--- config.mk ---
export PLATFORM = sky130hd
export DESIGN_NAME = deinterleaver_qpsk_wifi
export DESIGN_NICKNAME = d
export VERILOG_FILES = /design/src/rtl/deinterleaver_qpsk_wifi.sv
export SDC_FILE = /design/constraint.sdc
export NUM_CORES = 1
export LEC_CHECK = 0
export CAP_MARGIN = 20
export CORE_UTILIZATION = 43
export DETAILED_ROUTE_END_ITERATION = 10
export DONT_BUFFER_PORTS = 1
export PLACE_DENSITY_LB_ADDON = 0.3
export SYNTH_ARGS = -nofsm -noshare
export SYNTH_HDL_FRONTEND = slang
export SYNTH_SLANG_ARGS = --single-unit
--- constraint.sdc ---
create_clock -name clk -period 9.05 [get_ports clk]
set_clock_uncertainty 0.2 [all_clocks]
set_input_delay 1.81 -clock clk [delete_from_list [all_inputs] [get_ports clk]]
set_output_delay 1.81 -clock clk [all_outputs]
set_load 0.02 [all_outputs]
--- src/rtl/deinterleaver_qpsk_wifi.sv ---
`timescale 1ns/1ps
// -----------------------------------------------------------------------------
// deinterleaver_qpsk_wifi
// Block deinterleaver placed after the 802.11a QPSK demapper. Hard-decision
// dibits are written row-wise into ROWS x COLS bit blocks held in two
// ping-pong banks. Each full block is read back column-wise as dibits in
// the order the rate-1/2 Viterbi decoder consumes. There is no backpressure
// on either side; both sides run at up to one dibit per cycle.
//
// Ports:
//   clk          system clock
//   reset        synchronous, active-high reset
//   flush        (only with DEINTERLEAVER_FLUSH_EN) discard partial write bank
//   valid_in     input dibit strobe
//   data_in[1:0] [1] = bit j, [0] = bit j+1
//   valid_out    output dibit strobe
//   data_out     [1] = deinterleaved bit k, [0] = bit k+1
//   block_start  high with the first output dibit of each block
//   overflow     sticky: an input dibit was dropped (both banks busy)
//
// Optional feature macro: DEINTERLEAVER_FLUSH_EN adds the flush input.
// -----------------------------------------------------------------------------
module deinterleaver_qpsk_wifi #(
    parameter int ROWS = 16,
    parameter int COLS = 6
) (
    input  logic       clk,
    input  logic       reset,
`ifdef DEINTERLEAVER_FLUSH_EN
    input  logic       flush,
`endif
    input  logic       valid_in,
    input  logic [1:0] data_in,
    output logic       valid_out,
    output logic [1:0] data_out,
    output logic       block_start,
    output logic       overflow
);

    localparam int N  = ROWS * COLS;
    localparam int AW = $clog2(N);
    localparam int RW = $clog2(ROWS);
    localparam int CW = $clog2(COLS + 1);

    localparam logic [AW-1:0] W_LAST   = AW'(N - 2);
    localparam logic [AW-1:0] A_COLS   = AW'(COLS);
    localparam logic [AW-1:0] A_STEP   = AW'(2 * COLS);
    localparam logic [RW-1:0] ROW_LAST = RW'(ROWS - 2);
    localparam logic [CW-1:0] COL_LAST = CW'(COLS - 1);

    typedef enum logic [1:0] {
        BANK_EMPTY    = 2'd0,
        BANK_FILLING  = 2'd1,
        BANK_FULL     = 2'd2,
        BANK_DRAINING = 2'd3
    } bank_state_t;

    typedef enum logic {
        RD_IDLE = 1'b0,
        RD_READ = 1'b1
    } rd_state_t;

    logic [N-1:0] r_bank [2];
    bank_state_t  r_bst [2];
    bank_state_t  w_bst_nxt [2];

    logic          r_wbank;
    logic [AW-1:0] r_widx;
    logic          r_rbank;
    rd_state_t     r_rd_state, w_rd_state_nxt;
    logic [RW-1:0] r_row, w_row_nxt;
    logic [CW-1:0] r_col, w_col_nxt;
    logic [AW-1:0] r_addr, w_addr_nxt;

    logic       r_valid_out, w_valid_out_nxt;
    logic [1:0] r_data_out, w_data_out_nxt;
    logic       r_block_start, w_block_start_nxt;
    logic       r_overflow;

    logic w_flush;
    logic w_start;
    logic w_final;
    logic w_wr_open;
    logic w_wr_en;
    logic w_drop;

`ifdef DEINTERLEAVER_FLUSH_EN
    assign w_flush = flush;
`else
    assign w_flush = 1'b0;
`endif

    // The reader issues the first dibit of a block in the same cycle it claims
    // the bank, so a block that became FULL at edge E is visible after E+1.
    assign w_start = (r_rd_state == RD_IDLE) && (r_bst[r_rbank] == BANK_FULL);
    assign w_final = (r_rd_state == RD_READ) && (r_row == ROW_LAST) && (r_col == COL_LAST);

    // A bank being released by the reader on this edge may be written now.
    assign w_wr_open = (r_bst[r_wbank] == BANK_EMPTY) || (r_bst[r_wbank] == BANK_FILLING) ||
                       (w_final && (r_rbank == r_wbank));
    assign w_wr_en   = valid_in && !w_flush && w_wr_open;
    assign w_drop    = valid_in && !w_flush && !w_wr_open;

    // Next bank state: reader release/claim first, then flush, then writer.
    always_comb begin
        for (int b = 0; b < 2; b++) begin
            w_bst_nxt[b] = r_bst[b];
            if (w_final && (r_rbank == 1'(b))) begin
                w_bst_nxt[b] = BANK_EMPTY;
            end else if (w_start && (r_rbank == 1'(b))) begin
                w_bst_nxt[b] = BANK_DRAINING;
            end else begin
                w_bst_nxt[b] = r_bst[b];
            end
            if (w_flush && (r_wbank == 1'(b)) && (r_bst[b] == BANK_FILLING)) begin
                w_bst_nxt[b] = BANK_EMPTY;
            end else if (w_wr_en && (r_wbank == 1'(b))) begin
                w_bst_nxt[b] = (r_widx == W_LAST) ? BANK_FULL : BANK_FILLING;
            end else begin
                w_bst_nxt[b] = w_bst_nxt[b];
            end
        end
    end

    // Reader next-state and output data; r_row/r_col/r_addr name the dibit
    // emitted at the next edge while reading. r_addr tracks row*COLS+col.
    always_comb begin
        w_rd_state_nxt    = r_rd_state;
        w_row_nxt         = r_row;
        w_col_nxt         = r_col;
        w_addr_nxt        = r_addr;
        w_valid_out_nxt   = 1'b0;
        w_data_out_nxt    = 2'b00;
        w_block_start_nxt = 1'b0;
        case (r_rd_state)
            RD_IDLE: begin
                if (w_start) begin
                    w_rd_state_nxt    = RD_READ;
                    w_valid_out_nxt   = 1'b1;
                    w_block_start_nxt = 1'b1;
                    w_data_out_nxt    = {r_bank[r_rbank][AW'(0)], r_bank[r_rbank][A_COLS]};
                    w_row_nxt         = RW'(2);
                    w_col_nxt         = '0;
                    w_addr_nxt        = A_STEP;
                end else begin
                    w_rd_state_nxt    = RD_IDLE;
                end
            end
            RD_READ: begin
                w_valid_out_nxt = 1'b1;
                w_data_out_nxt  = {r_bank[r_rbank][r_addr], r_bank[r_rbank][r_addr + A_COLS]};
                if (w_final) begin
                    // Back to IDLE; if the other bank is already FULL the
                    // next edge starts it, so there is no output bubble.
                    w_rd_state_nxt = RD_IDLE;
                    w_row_nxt      = '0;
                    w_col_nxt      = '0;
                    w_addr_nxt     = '0;
                end else if (r_row == ROW_LAST) begin
                    w_row_nxt  = '0;
                    w_col_nxt  = r_col + CW'(1);
                    w_addr_nxt = AW'(r_col) + AW'(1);
                end else begin
                    w_row_nxt  = r_row + RW'(2);
                    w_addr_nxt = r_addr + A_STEP;
                end
            end
            default: begin
                w_rd_state_nxt = RD_IDLE;
            end
        endcase
    end

    // State register: banks, writer pointer, reader FSM and registered outputs.
    always_ff @(posedge clk) begin
        if (reset) begin
            r_bank[0]     <= '0;
            r_bank[1]     <= '0;
            r_bst[0]      <= BANK_EMPTY;
            r_bst[1]      <= BANK_EMPTY;
            r_wbank       <= 1'b0;
            r_widx        <= '0;
            r_rbank       <= 1'b0;
            r_rd_state    <= RD_IDLE;
            r_row         <= '0;
            r_col         <= '0;
            r_addr        <= '0;
            r_valid_out   <= 1'b0;
            r_data_out    <= 2'b00;
            r_block_start <= 1'b0;
            r_overflow    <= 1'b0;
        end else begin
            r_bst[0] <= w_bst_nxt[0];
            r_bst[1] <= w_bst_nxt[1];
            if (w_flush) begin
                r_widx <= '0;
            end else if (w_wr_en) begin
                r_bank[r_wbank][r_widx]          <= data_in[1];
                r_bank[r_wbank][r_widx + AW'(1)] <= data_in[0];
                if (r_widx == W_LAST) begin
                    r_widx  <= '0;
                    r_wbank <= ~r_wbank;
                end else begin
                    r_widx  <= r_widx + AW'(2);
                end
            end
            if (w_final) begin
                r_rbank <= ~r_rbank;
            end
            r_rd_state    <= w_rd_state_nxt;
            r_row         <= w_row_nxt;
            r_col         <= w_col_nxt;
            r_addr        <= w_addr_nxt;
            r_valid_out   <= w_valid_out_nxt;
            r_data_out    <= w_data_out_nxt;
            r_block_start <= w_block_start_nxt;
            r_overflow    <= r_overflow | w_drop;
        end
    end

    assign valid_out   = r_valid_out;
    assign data_out    = r_data_out;
    assign block_start = r_block_start;
    assign overflow    = r_overflow;

endmodule
==> flow_summary.yaml, run 1 <==
logic_synthesis:
  synth_flop_cell: "edfxtp_1"
  yosysSeqAreaShare: 0.536
  netlist_instances: 1070
  synth-compound-area-share: 0.116
  synthArstFlopShare: 0
  synth_cell_types: 54
  synth_edf_count: 196
  synth.area.mux_share: 0.160
  synthAdderAreaFrac: 0.0135
  synth-seq-cells: 225
  synth_top_family_by_area: "multiplexers"
  synth_top_area_share: 0.488
  yosys.area_share.simple: 0.128
  syn_area_um2: 12100
  synth_area_leaders: "edfxtp_1 49%, mux4_2 11%, nor2_1 7.1%"
  synth.avg_cell_area_um2: 11.3
  synth_xor_area_frac: 0.00653
  synth.net_count: 1088
  synth_top_area_cell: "edfxtp_1"
  yosysWarnings: 0
layout:
  final_cell_mix: "229 x nor2_1, 196 x edfxtp_1, 154 x o21ai_0"
  utilization: 0.477
  drive_gt1_frac: 0.115
  area_growth_pct: 7.63
  final_common_cell: "nor2_1"
  n_antenna_cell: 0
  finalNetCount: 1023
sta:
  tightest_slew_ns: 1.04
  max_freq_mhz: 233
  layout_setup_ws_ns: 4.75
  setup_viol_count_final: 0
  period_minus_slack_ns: 4.30
  slew_headroom: 0.308
  finalCritPeriodShare: 0.475
  grt_setup_unrepaired: "no"
  maxSlewViolCount: 0
  fin_tns_setup_ns: 0
  hold_viol_final: 0
min_path:
  hold_path_class: "reg -> reg"
  min_path_cells: 2
grt:
  grt_max_degree: 110
  grt_pass1_wl_mm: 46.4
  antenna_found_initial: 0
  first_global_vias: 8151
  grt_overflow: 0
  track_usage: 0.210
worst_setup_path:
  critical_path_class: "reg -> reg"
  cpLargestDelayFamily: "flip-flops"
  worstPathCellList: "inv_1 -> ha_1 -> mux4_2 -> mux2i_1 -> a221oi_1 -> o31a_1 -> o31ai_1"
  ff2ff_path_depth: 7
  worstSetupEndpointType: "register"
  critPathLaunchType: "register"
  path_depth: 7
  critical_path.max_stage_delay_ns: 1.00
  slowest_stage: "dfxtp_1"
  crit_fanout: 21
  crit_buf_inv: 1
  critical_path_required_ns: 9.29
  cp.arrival_ns: 4.54
drt:
  viasPerCell: 6.00
  drc_errors: 0
  vias: 8368
  drt_wl_total_mm: 29.1
  post_drt_wl_per_cell_um: 20.8
  first_pass_iters: 5
  drt_iter0_drc: 911
  ant_nets: 0
clocking:
  clk_root_buffer_cell: "clkbuf_16"
  cts_tree: "done"
  post_cts_buffers: 0
  ctsResizeCount: 0
  ctsHoldBuffers: 0
  clk_path_buf_depth: 3
  cts_max_level: 1
  cts_num_sinks: 225
  clk_pin_slew_ns: 0.06
  cts_inserted_buffers: 25
  clk-insertion-delay-late_ns: 0.54
die:
  rows: 60
  core_area_um2: 27300
  pin_count: 10
  dieArea_um2: 28700
  chipWidth_um: 170
  start_util: 0.443
  die_y_um: 170
outcome:
  status: "finished, final reports clean"
flow_run:
  maxCapViolCount: 0
power_and_ir_drop:
  ir_drop_uv: 136
  power.density_nw_per_um2: 184
  p_leak_nw: 4.14
place:
  io_buffer_count: 0
  place_hpwl_mm: 18.5
  dpl_worst_slack_ns: 4.51
  gp_congestion: 0.809
registers in the layout, summed over array words and instances (netlist names), 2 cells and up, named ones only:
name	count
r_widx	6
r_bst	4
r_col	3
r_addr	7
r_row	3
r_bank	192
data_out	2
where the power goes:
part | switching, mW | total [mW] | internal, mW
Combinational | 0.115 | 0.202 | 0.0873
Sequential | 0.0362 | 1.21 | 1.17
Clock | 0.416 | 0.980 | 0.564
routing by layer:
layer / vias to the layer above / GRT usage / part of all wire
met4: 0 / 0.0580 / 0.026
met3: 54 / 0.0285 / 0.058
met2: 248 / 0.354 / 0.49
li1: 3824 / - / -
met5: - / 0 / 0
met1: 4242 / 0.284 / 0.43
cells in the mapped netlist, drive strengths merged (2+ instances only):
master  instances
nor2          229
edfxtp        196
o21ai         154
clkbuf         92
mux4           73
nand2          65
dfxtp          29
a21o           24
a21oi          21
mux2i          21
o31ai          17
buf            14
nand3          14
ha             13
nor3           12
nand4          11
nor2b          10
inv             9
and2            7
xnor2           7
a22oi           5
a211oi          3
a31oi           3
clkinv          3
nand2b          3
nand3b          3
o211ai          3
a221oi          2
a311oi          2
and3            2
and3b           2
mux2            2
o21a            2
or4             2
xor2            2
through the flow:
| step | cells | power (mW) | hold slack, ns | area [µm²] |
|---|---|---|---|---|
| after detailed placement | 1350 | 1.43 | 0.280 | 12200 |
| after global placement | 1350 | 1.43 | 0.273 | 12200 |
| after global routing | 1395 | 2.47 | 0.324 | 13000 |
| final | 1395 | 2.39 | 0.290 | 13000 |
| after floorplan | 1070 | 1.38 | 0.266 | 12100 |
| after CTS | 1395 | 2.40 | 0.287 | 13000 |
worst register-to-register path: stages (launching register included):
cell and delay [ns]:
dfxtp_1 1.00, inv_1 0.55, ha_1 0.97, mux4_2 0.59, mux2i_1 0.21, a221oi_1 0.11
o31a_1 0.35, o31ai_1 0.22
worst paths after layout:
check | startpoint | endpoint | slack, ns
max | r_addr[1] | data_out[0] | 4.75
min | r_col[1] | r_col[1] | 0.29
max reg2reg | r_addr[1] | data_out[0] | 4.75
min reg2reg | r_col[1] | r_col[1] | 0.29
cell families (layout without fill, tap and decap cells):
| logic type | count (synthesis) | in the layout |
|---|---|---|
| buffers and inverters | 118 | 71 |
| multiplexers | 96 | 96 |
| AO/OA/AOI/OAI | 243 | 243 |
| XOR/XNOR | 9 | 9 |
| AND/OR/NAND/NOR | 366 | 366 |
| adder cells (fa/ha/maj) | 13 | 13 |
| flip-flops | 225 | 225 |
area by class of cell:
class,instances,area [µm²]
Tap cell,372,465
Multi-Input combinational cell,727,5120
Fill cell,2432,14300
Clock inverter,18,151
Inverter,12,46.3
Clock buffer,27,633
Timing Repair Buffer,14,105
Sequential cell,225,6470
(Power assumes the default switching activity.)
==> inputs of run 2 (changes only) <==
==> constraint.sdc (replaced) <==
create_clock -name clk -period 3.7 [get_ports clk]
set_clock_uncertainty 0.2 [all_clocks]
set_input_delay 0.74 -clock clk [delete_from_list [all_inputs] [get_ports clk]]
set_output_delay 0.74 -clock clk [all_outputs]
set_load 0.02 [all_outputs]
==> flow_summary.yaml, run 2 (synthesized netlist as in run 1, its figures left out) <==
grt:
  track_usage: 0.215
  grt_overflow: 0
  first_global_vias: 8323
  grt_pass1_wl_mm: 47.7
  antenna_found_initial: 0
  grt_max_degree: 172
clocking:
  cts_num_sinks: 225
  clk_root_buffer_cell: "clkbuf_16"
  cts_inserted_buffers: 25
  ctsHoldBuffers: 0
  cts_tree: "done"
  clk-insertion-delay-late_ns: 0.52
  ctsResizeCount: 0
  post_cts_buffers: 0
  clk_path_buf_depth: 3
  cts_max_level: 1
  clk_pin_slew_ns: 0.06
sta:
  setup_viol_count_final: 0
  finalCritPeriodShare: 0.874
  hold_slack_ns: 0.0828
  period_minus_slack_ns: 3.23
  hold_viol_final: 0
  tightest_slew_ns: 0.794
  fin_tns_setup_ns: 0
  slew_headroom: 0.467
  grt_setup_unrepaired: "no"
  layout_setup_ws_ns: 0.467
  max_freq_mhz: 309
  maxSlewViolCount: 0
power_and_ir_drop:
  p_leak_nw: 4.23
  ir_drop_uv: 396
  p_total_mw: 5.80
  power.density_nw_per_um2: 441
layout:
  largestRegisters: "r_bank: 192 flops, r_addr: 7 flops, r_widx: 6 flops"
  fill_cells: 2447
  n_antenna_cell: 0
  final_cell_mix: "229 x nor2_1, 196 x edfxtp_1, 154 x o21ai_0"
  regMostFlops: "r_bank"
  drive_gt1_frac: 0.126
  finalNonFillerCells: 1417
  finalNetCount: 1045
  area_growth_pct: 8.98
  largest_reg_flops: 192
  final_common_cell: "nor2_1"
worst_setup_path:
  cp.arrival_ns: 3.44
  crit_fanout: 35
  worstSetupEndpointType: "register"
  critPathLaunchType: "register"
  critical_path_class: "reg -> reg"
  critical_path_required_ns: 3.90
die:
  chipWidth_um: 170
  core_area_um2: 27300
  pin_count: 10
  dieArea_um2: 28700
  start_util: 0.443
  rows: 60
  die_y_um: 170
min_path:
  hold_path_class: "in -> reg"
drt:
  post_drt_wl_per_cell_um: 21.1
  drt_wl_total_mm: 29.9
  vias: 8485
  first_pass_iters: 5
  drt_iter0_drc: 928
  viasPerCell: 5.99
  ant_nets: 0
  drc_errors: 0
outcome:
  status: "finished, final reports clean"
place:
  dpl_worst_slack_ns: 0.436
  dp_cells: 1372
  gp_congestion: 0.847
  place_hpwl_mm: 18.9
  io_buffer_count: 0
flow_run:
  maxCapViolCount: 0
## run 2: cell types whose count changed in the layout (fill, tap and decap cells not counted)
cell        previous run  this run
buf_12                 0         4
buf_4                 14        32
bufinv_16              2         1
clkbuf_1               2         7
clkinv_1               7        10
clkinv_2              10         5
clkinvlp_4             1         0
inv_16                 1         0
## run 2: path summary, 6_finish.rpt
| check | startpoint | slack (ns) | to | depth (start not counted) |
|---|---|---|---|---|
| worst max-delay path | register | 0.47 | data_out[1] | 7 |
| worst min register to register | r_col[1] | 0.28 | r_col[1] | 2 |
| worst min-delay path | reset | 0.08 | r_widx[2] | 1 |
| worst max register to register | register | 0.47 | data_out[1] | 7 |
## run 2: layer usage
metal,routed length [µm],GRT usage,up-vias
li1,-,-,3872
met1,13100,0.300,4248
met2,14200,0.349,327
met5,0,0,-
met4,579,0.0552,0
met3,2050,0.0371,38
## run 2: metrics by stage
stage / utilization / cell area [µm²]
global route: 0.483 / 13200
floorplan: - / 12100
CTS: 0.483 / 13200
global placement: 0.456 / 12400
finish: 0.483 / 13200
detailed placement: 0.456 / 12400
## run 2: worst max-delay path, cell delays in order, from the launching register on
cell and delay (ns):
dfxtp_4 0.81, buf_4 0.33, mux4_2 0.54, mux4_2 0.49, mux2i_1 0.37, mux2i_1 0.12
mux2i_1 0.15, o41ai_1 0.08
## run 2: power by group
part	leakage (nW)	switching [mW]	internal (mW)	total (mW)
Combinational	1.68	0.334	0.233	0.567
Clock	0.359	1.00	1.30	2.31
Sequential	2.19	0.0636	2.87	2.93
## run 2: cell type report
class / instances / area [µm²] / share of cell area
sequential: 225 / 6470 / 0.492
multi-input combinational: 727 / 5120 / 0.389
clock buffer: 32 / 652 / 0.0496
tap: 372 / 465 / 0.0354
timing repair buffer: 36 / 320 / 0.0244
clock inverter: 13 / 80.1 / 0.00609
inverter: 12 / 46.3 / 0.00352
==> inputs of run 3 (changes only) <==
--- a/config.mk
+++ b/config.mk
@@ -10,6 +10,7 @@
 export DETAILED_ROUTE_END_ITERATION = 10
 export DONT_BUFFER_PORTS = 1
 export PLACE_DENSITY_LB_ADDON = 0.3
+export SETUP_SLACK_MARGIN = 0.02
 export SYNTH_ARGS = -nofsm -noshare
 export SYNTH_HDL_FRONTEND = slang
 export SYNTH_SLANG_ARGS = --single-unit
==> results of run 3 <==
No change in the layout: final DEF, timing and power equal those of run 2.
